--- config.mk ---
export PLATFORM = sky130hd
export DESIGN_NAME = risc_pipe_ctrl
export DESIGN_NICKNAME = d
export VERILOG_FILES = /design/src/rtl/risc_pipe_ctrl.sv
export SDC_FILE = /design/constraint.sdc
export NUM_CORES = 1
export LEC_CHECK = 0
export CAP_MARGIN = 10
export CORE_UTILIZATION = 37
export CTS_CLUSTER_DIAMETER = 200
export DETAILED_ROUTE_END_ITERATION = 7
export DONT_BUFFER_PORTS = 1
export GPL_TIMING_DRIVEN = 0
export HOLD_SLACK_MARGIN = 0.08
export PLACE_DENSITY_LB_ADDON = 0.1
export REMOVE_ABC_BUFFERS = 1
export SYNTH_ARGS = -nofsm -noshare
export SYNTH_HDL_FRONTEND = slang
export SYNTH_SLANG_ARGS = --single-unit
export TNS_END_PERCENT = 30
--- constraint.sdc ---
create_clock -name clk -period 3.6 [get_ports clk]
set_input_delay 0.18 -clock clk [delete_from_list [all_inputs] [get_ports clk]]
set_output_delay 0.18 -clock clk [all_outputs]
set_load 0.01 [all_outputs]
--- src/rtl/risc_pipe_ctrl.sv ---
// Pipeline sequencer for the 5-stage core: ID/EX, EX/MEM, MEM/WB control registers,
// load-use / branch hazard handling and EX forwarding selects. Define RISC_PIPE_PERF_EN for perf counters.
module risc_pipe_ctrl #(
  parameter int REG_AW = 5,
  parameter int PERF_W = 32
) (
  input  logic              clk,
  input  logic              rst,
`ifdef RISC_PIPE_PERF_EN
  output logic [PERF_W-1:0] stallCnt,
  output logic [PERF_W-1:0] flushCnt,
  output logic [PERF_W-1:0] retireCnt,
`endif
  input  logic              regWriteD,
  input  logic [1:0]        resultSrcD,
  input  logic              memWriteD,
  input  logic              branchD,
  input  logic              jumpD,
  input  logic [2:0]        aluControlD,
  input  logic              aluSrcD,
  input  logic [REG_AW-1:0] rs1D,
  input  logic [REG_AW-1:0] rs2D,
  input  logic [REG_AW-1:0] rdD,
  input  logic              zeroE,
  output logic              regWriteE,
  output logic [1:0]        resultSrcE,
  output logic              memWriteE,
  output logic [2:0]        aluControlE,
  output logic              aluSrcE,
  output logic [REG_AW-1:0] rs1E,
  output logic [REG_AW-1:0] rs2E,
  output logic [REG_AW-1:0] rdE,
  output logic              regWriteM,
  output logic [1:0]        resultSrcM,
  output logic              memWriteM,
  output logic [REG_AW-1:0] rdM,
  output logic              regWriteW,
  output logic [1:0]        resultSrcW,
  output logic [REG_AW-1:0] rdW,
  output logic              pcSrcE,
  output logic              stallF,
  output logic              stallD,
  output logic              flushD,
  output logic              flushE,
  output logic [1:0]        forwardAE,
  output logic [1:0]        forwardBE
);

  if (PERF_W < 1) begin : g_bad_perf_w
    $error("PERF_W must be at least 1");
  end

  typedef struct packed {
    logic              reg_write;
    logic [1:0]        result_src;
    logic              mem_write;
    logic              branch;
    logic              jump;
    logic [2:0]        alu_control;
    logic              alu_src;
    logic [REG_AW-1:0] rs1;
    logic [REG_AW-1:0] rs2;
    logic [REG_AW-1:0] rd;
`ifdef RISC_PIPE_PERF_EN
    logic              vld;
`endif
  } idex_t;

  typedef struct packed {
    logic              reg_write;
    logic [1:0]        result_src;
    logic              mem_write;
    logic [REG_AW-1:0] rd;
`ifdef RISC_PIPE_PERF_EN
    logic              vld;
`endif
  } exmem_t;

  typedef struct packed {
    logic              reg_write;
    logic [1:0]        result_src;
    logic [REG_AW-1:0] rd;
`ifdef RISC_PIPE_PERF_EN
    logic              vld;
`endif
  } memwb_t;

  idex_t  idex_d,  idex_q;
  exmem_t exmem_d, exmem_q;
  memwb_t memwb_d, memwb_q;
  logic   lw_stall, pc_src;

  // Hazards look only at registered EX state plus the D-stage source addresses.
  always_comb begin
    pc_src   = (idex_q.branch & zeroE) | idex_q.jump;
    lw_stall = (idex_q.result_src == 2'b01) && (idex_q.rd != '0) &&
               ((idex_q.rd == rs1D) || (idex_q.rd == rs2D));
  end

  always_comb begin
    idex_d = '0;
    if (!(lw_stall | pc_src)) begin
      idex_d.reg_write   = regWriteD;
      idex_d.result_src  = resultSrcD;
      idex_d.mem_write   = memWriteD;
      idex_d.branch      = branchD;
      idex_d.jump        = jumpD;
      idex_d.alu_control = aluControlD;
      idex_d.alu_src     = aluSrcD;
      idex_d.rs1         = rs1D;
      idex_d.rs2         = rs2D;
      idex_d.rd          = rdD;
`ifdef RISC_PIPE_PERF_EN
      idex_d.vld         = 1'b1;
`endif
    end
  end

  always_comb begin
    exmem_d            = '0;
    exmem_d.reg_write  = idex_q.reg_write;
    exmem_d.result_src = idex_q.result_src;
    exmem_d.mem_write  = idex_q.mem_write;
    exmem_d.rd         = idex_q.rd;
`ifdef RISC_PIPE_PERF_EN
    exmem_d.vld        = idex_q.vld;
`endif
    memwb_d            = '0;
    memwb_d.reg_write  = exmem_q.reg_write;
    memwb_d.result_src = exmem_q.result_src;
    memwb_d.rd         = exmem_q.rd;
`ifdef RISC_PIPE_PERF_EN
    memwb_d.vld        = exmem_q.vld;
`endif
  end

  always_ff @(posedge clk) begin
    if (rst) begin
      idex_q  <= '0;
      exmem_q <= '0;
      memwb_q <= '0;
    end else begin
      idex_q  <= idex_d;
      exmem_q <= exmem_d;
      memwb_q <= memwb_d;
    end
  end

  // Per-operand forwarding: MEM beats WB, x0 is never forwarded.
  logic [1:0][REG_AW-1:0] rs_e;
  logic [1:0][1:0]        fwd;
  assign rs_e = {idex_q.rs2, idex_q.rs1};

  for (genvar op = 0; op < 2; op++) begin : g_fwd
    always_comb begin
      fwd[op] = 2'b00;
      if (exmem_q.reg_write && (exmem_q.rd != '0) && (exmem_q.rd == rs_e[op]))
        fwd[op] = 2'b10;
      else if (memwb_q.reg_write && (memwb_q.rd != '0) && (memwb_q.rd == rs_e[op]))
        fwd[op] = 2'b01;
    end
  end

  assign forwardAE = fwd[0];
  assign forwardBE = fwd[1];

  assign pcSrcE = pc_src;
  assign stallF = lw_stall;
  assign stallD = lw_stall;
  assign flushD = pc_src;
  assign flushE = lw_stall | pc_src;

  assign regWriteE   = idex_q.reg_write;
  assign resultSrcE  = idex_q.result_src;
  assign memWriteE   = idex_q.mem_write;
  assign aluControlE = idex_q.alu_control;
  assign aluSrcE     = idex_q.alu_src;
  assign rs1E        = idex_q.rs1;
  assign rs2E        = idex_q.rs2;
  assign rdE         = idex_q.rd;
  assign regWriteM   = exmem_q.reg_write;
  assign resultSrcM  = exmem_q.result_src;
  assign memWriteM   = exmem_q.mem_write;
  assign rdM         = exmem_q.rd;
  assign regWriteW   = memwb_q.reg_write;
  assign resultSrcW  = memwb_q.result_src;
  assign rdW         = memwb_q.rd;

`ifdef RISC_PIPE_PERF_EN
  logic [PERF_W-1:0] stall_cnt_d, stall_cnt_q;
  logic [PERF_W-1:0] flush_cnt_d, flush_cnt_q;
  logic [PERF_W-1:0] retire_cnt_d, retire_cnt_q;

  // Counters wrap naturally at 2^PERF_W.
  always_comb begin
    stall_cnt_d  = stall_cnt_q  + {{(PERF_W-1){1'b0}}, lw_stall};
    flush_cnt_d  = flush_cnt_q  + {{(PERF_W-1){1'b0}}, pc_src};
    retire_cnt_d = retire_cnt_q + {{(PERF_W-1){1'b0}}, memwb_q.reg_write | memwb_q.vld};
  end

  always_ff @(posedge clk) begin
    if (rst) begin
      stall_cnt_q  <= '0;
      flush_cnt_q  <= '0;
      retire_cnt_q <= '0;
    end else begin
      stall_cnt_q  <= stall_cnt_d;
      flush_cnt_q  <= flush_cnt_d;
      retire_cnt_q <= retire_cnt_d;
    end
  end

  assign stallCnt  = stall_cnt_q;
  assign flushCnt  = flush_cnt_q;
  assign retireCnt = retire_cnt_q;
`endif

endmodule

==> results.md <==
* Fraction of layout instances using a drive strength above 1 at 8.04%
* #FFs+latches synth at 42
* Syn Inst Count at 195
* First-pass GRT wire length at slightly above 6 mm
* Compound-Gate Fraction of Synth Area at roughly 8.6%
* Count of clock tree sinks at 42
* Hold Fails Final Rpt at 0
* Total grt overflow at 0
* Placed Instances at 232
* Vias in the first global route at around 1,300
* Finished Cell Area at 0.00218 sq mm
* Pin count of the biggest net entering global routing at 43
* Post-place instance area at ~0.0018 sq mm
* Non-filler cells in the finished layout at approximately 270
* Routed wire length at approximately 4.0 mm
* Placeable Area at 0.00485 sq mm
* Max H-tree Level at 2
* Mapped Area at 0.00191 sq mm
* Hold buffer count at CTS at 26
* Synth cell types at 23
* Layout net count at approximately 230
* Max Clock Skew at between 0.004 and 0.005 ns
* Drc violations at 0
* Die area at between 0.005 and 0.006 sq mm
* Initial Utilization at between 30% and 40%
* Antenna-violating nets left at 0
* Clock root cell: clkbuf_8
* Synth Area in Simple Gates at a little over a fifth
* Die width at approximately 74 um
* Post-CTS sizing at 0
* IO Port Bufs at 0
* Synthesis Warnings at 0
* Clock Path Buffers at 2
* Post-DP HPWL at 2.82 mm
* Fillcell total at 485
* Vias at around 1,300
* Post-route clock period utilization at roughly two thirds
* Hold path cells at 2
* CP Capture Type: primary output
* Max VDD drop at 0.211 mV
* IO Pins at between 70 and 80
* Leak at between 0.8 and 0.9 nW
* Reg2reg start: rdE[0]
* DR vias/cell at 4.91
* Num CTS Buffers at 5
* Req. time, crit path at ~3.4 ns
* Post-CTS setup buffer count at 0
* Gr usage total at around 15%
* Main combinational cell family by area after synthesis: simple AND/OR/NAND/NOR gates
* Worst-Margin Slew at slightly above 1 ns
* Core Rows at 25
* Hold path endpoint: rdW[1]
* Fmax at a little over 400 MHz
* Startpoint Class: register
* CTS tree: yes
* RSZ-0062 raised after global routing: no
* Max-slew violations at 0
* Hold Startpoint: rst
* Outcome: finished clean
* Overall Power at 1.02 mW
* Wire per inst at ~15 um
* Adder-cell share of the synthesized area at 0%
* Pwr/cell area at approximately 470 mW/mm^2
* Max cap viols at 0
* Post-synthesis mux area share at 0%
* Worst-skew pair later-pin latency at 0.29 ns
* Die Y at ~74 um
* Iter 0 DRT Violations at 30
* Area Growth Syn to Fin at 14.1%
* CP max FO at 27
* Final core occ at approximately 45%
* R2R Setup Slk at roughly 1.7 ns
* RR Endpoint: idex_q[19]
* Min Tclk post-route at 2.45 ns
* Crit Path Category: reg2out
* Worst path arrival time at 2.27 ns
* Placer congestion estimate at about 0.72
* Register area share after synthesis at approximately 44%
* Router iterations before antenna repair at 4
* Setup TNS at 0 ns
* XOR/XNOR Fraction of Synth Area at 13.8%
* Finish-stage setup viols at 0
* N_diodes at 0
* Initial antenna violation count at 0
* Reg clk slew, reported paths at roughly 0.080 ns
* HP Class: in2reg
* Reg2reg path depth at 4
* Synth Area per Inst at between 9 and 10 sq um
* Slew HR at 31.0%
## power by group
| part | internal, mW | leakage (nW) | switching, mW | total [mW] |
|---|---|---|---|---|
| sequential | 0.489 | 0.345 | 0.0393 | 0.528 |
| combinational | 0.0661 | 0.466 | 0.0563 | 0.122 |
| clock | 0.207 | 0.0514 | 0.160 | 0.367 |
| total | 0.762 | 0.863 | 0.256 | 1.02 |
## synth_stat cells
library cell	n	share of area (%)
a21o_1	1	0.39
nor4_2	2	1.3
buf_2	2	0.52
o21ai_1	1	0.26
or4_1	5	2.0
nand2_1	2	0.39
dfxtp_1	42	44
nor3b_2	1	0.65
nand3b_1	25	9.8
nor4_1	2	0.65
o22ai_2	1	0.65
xor2_1	14	6.4
nor2_1	1	0.20
xnor2_1	16	7.3
buf_4	22	8.6
inv_1	1	0.20
nand3_1	4	1.0
and2_1	1	0.33
o21ai_2	1	0.46
a21oi_1	26	6.8
buf_6	2	1.2
nor2b_1	17	5.6
clkbuf_1	6	1.2
## cell usage in the layout (no fill, tap or decap), types with 2 or more instances in the layout
cell and count:
nor4_1 2, a21oi_1 25, nor4_2 2, nor2b_1 17, xor2_1 14, nand3b_1 25
buf_6 2, clkbuf_8 5, dfxtp_1 42, nand2_1 2, nand3_1 4, xnor2_1 16
dlygate4sd3_1 25, or4_1 5
## layer usage
| metal | routed length (um) | part of all wire, % | global-route usage, % |
|---|---|---|---|
| met3 | 396 | 9.8 | 6.72 |
| met1 | 1680 | 42 | 16.1 |
| met5 | 0 | 0 | 0 |
| met2 | 1910 | 47 | 26.0 |
| met4 | 56 | 1.4 | 5.77 |
## flip-flops by register name (all words and copies together) (netlist names), 3 cells and up
register and flops:
aluControlE 3, rdM 5, rs2E 5, rdW 5
rs1E 5, rdE 5
## critical path, stage by stage (launching register included)
cell and delay (ns):
dfxtp_1 0.50, xnor2_1 0.16, nand3_1 0.10, o22ai_2 0.85
and2_1 0.36
## cell type report
| cell class | instances | area (sq um) | share of cell area [%] |
|---|---|---|---|
| clock buffers | 6 | 72.6 | 3.33 |
| clock inverters | 2 | 37.5 | 1.72 |
| inverters | 1 | 3.75 | 0.172 |
| multi-input cells | 120 | 850 | 39.0 |
| flip-flops and latches | 42 | 841 | 38.6 |
| well taps | 67 | 83.8 | 3.84 |
| repair buffers | 28 | 293 | 13.4 |
## metrics by stage
| step | hold slack [ns] | worst slack [ns] |
|---|---|---|
| floorplan | 0.252 | 1.54 |
| global placement | 0.256 | 1.09 |
| detailed placement | 0.256 | 1.46 |
| CTS | 0.146 | 1.13 |
| global route | 0.158 | 0.974 |
| finish | 0.164 | 1.15 |
## worst max path at each step
stage | from | to | cells after the start | slack (ns)
finish | rdE[0] | stallD | 4 | 1.15
global route | rdE[1] | stallF | 4 | 0.97
CTS | rdE[1] | stallF | 4 | 1.13
detailed placement | rdE[1] | stallF | 4 | 1.46
global placement | idex_q[20] | flushE | 3 | 1.09
floorplan | idex_q[20] | flushE | 3 | 1.54
## cells by family (layout without fill, tap and decap cells)
group	count (synthesis)	count (layout)
compound gates	30	30
simple gates	60	60
buf+inv	33	37
flops	42	42
xor+xnor	30	30
(Power assumes the default switching activity.)
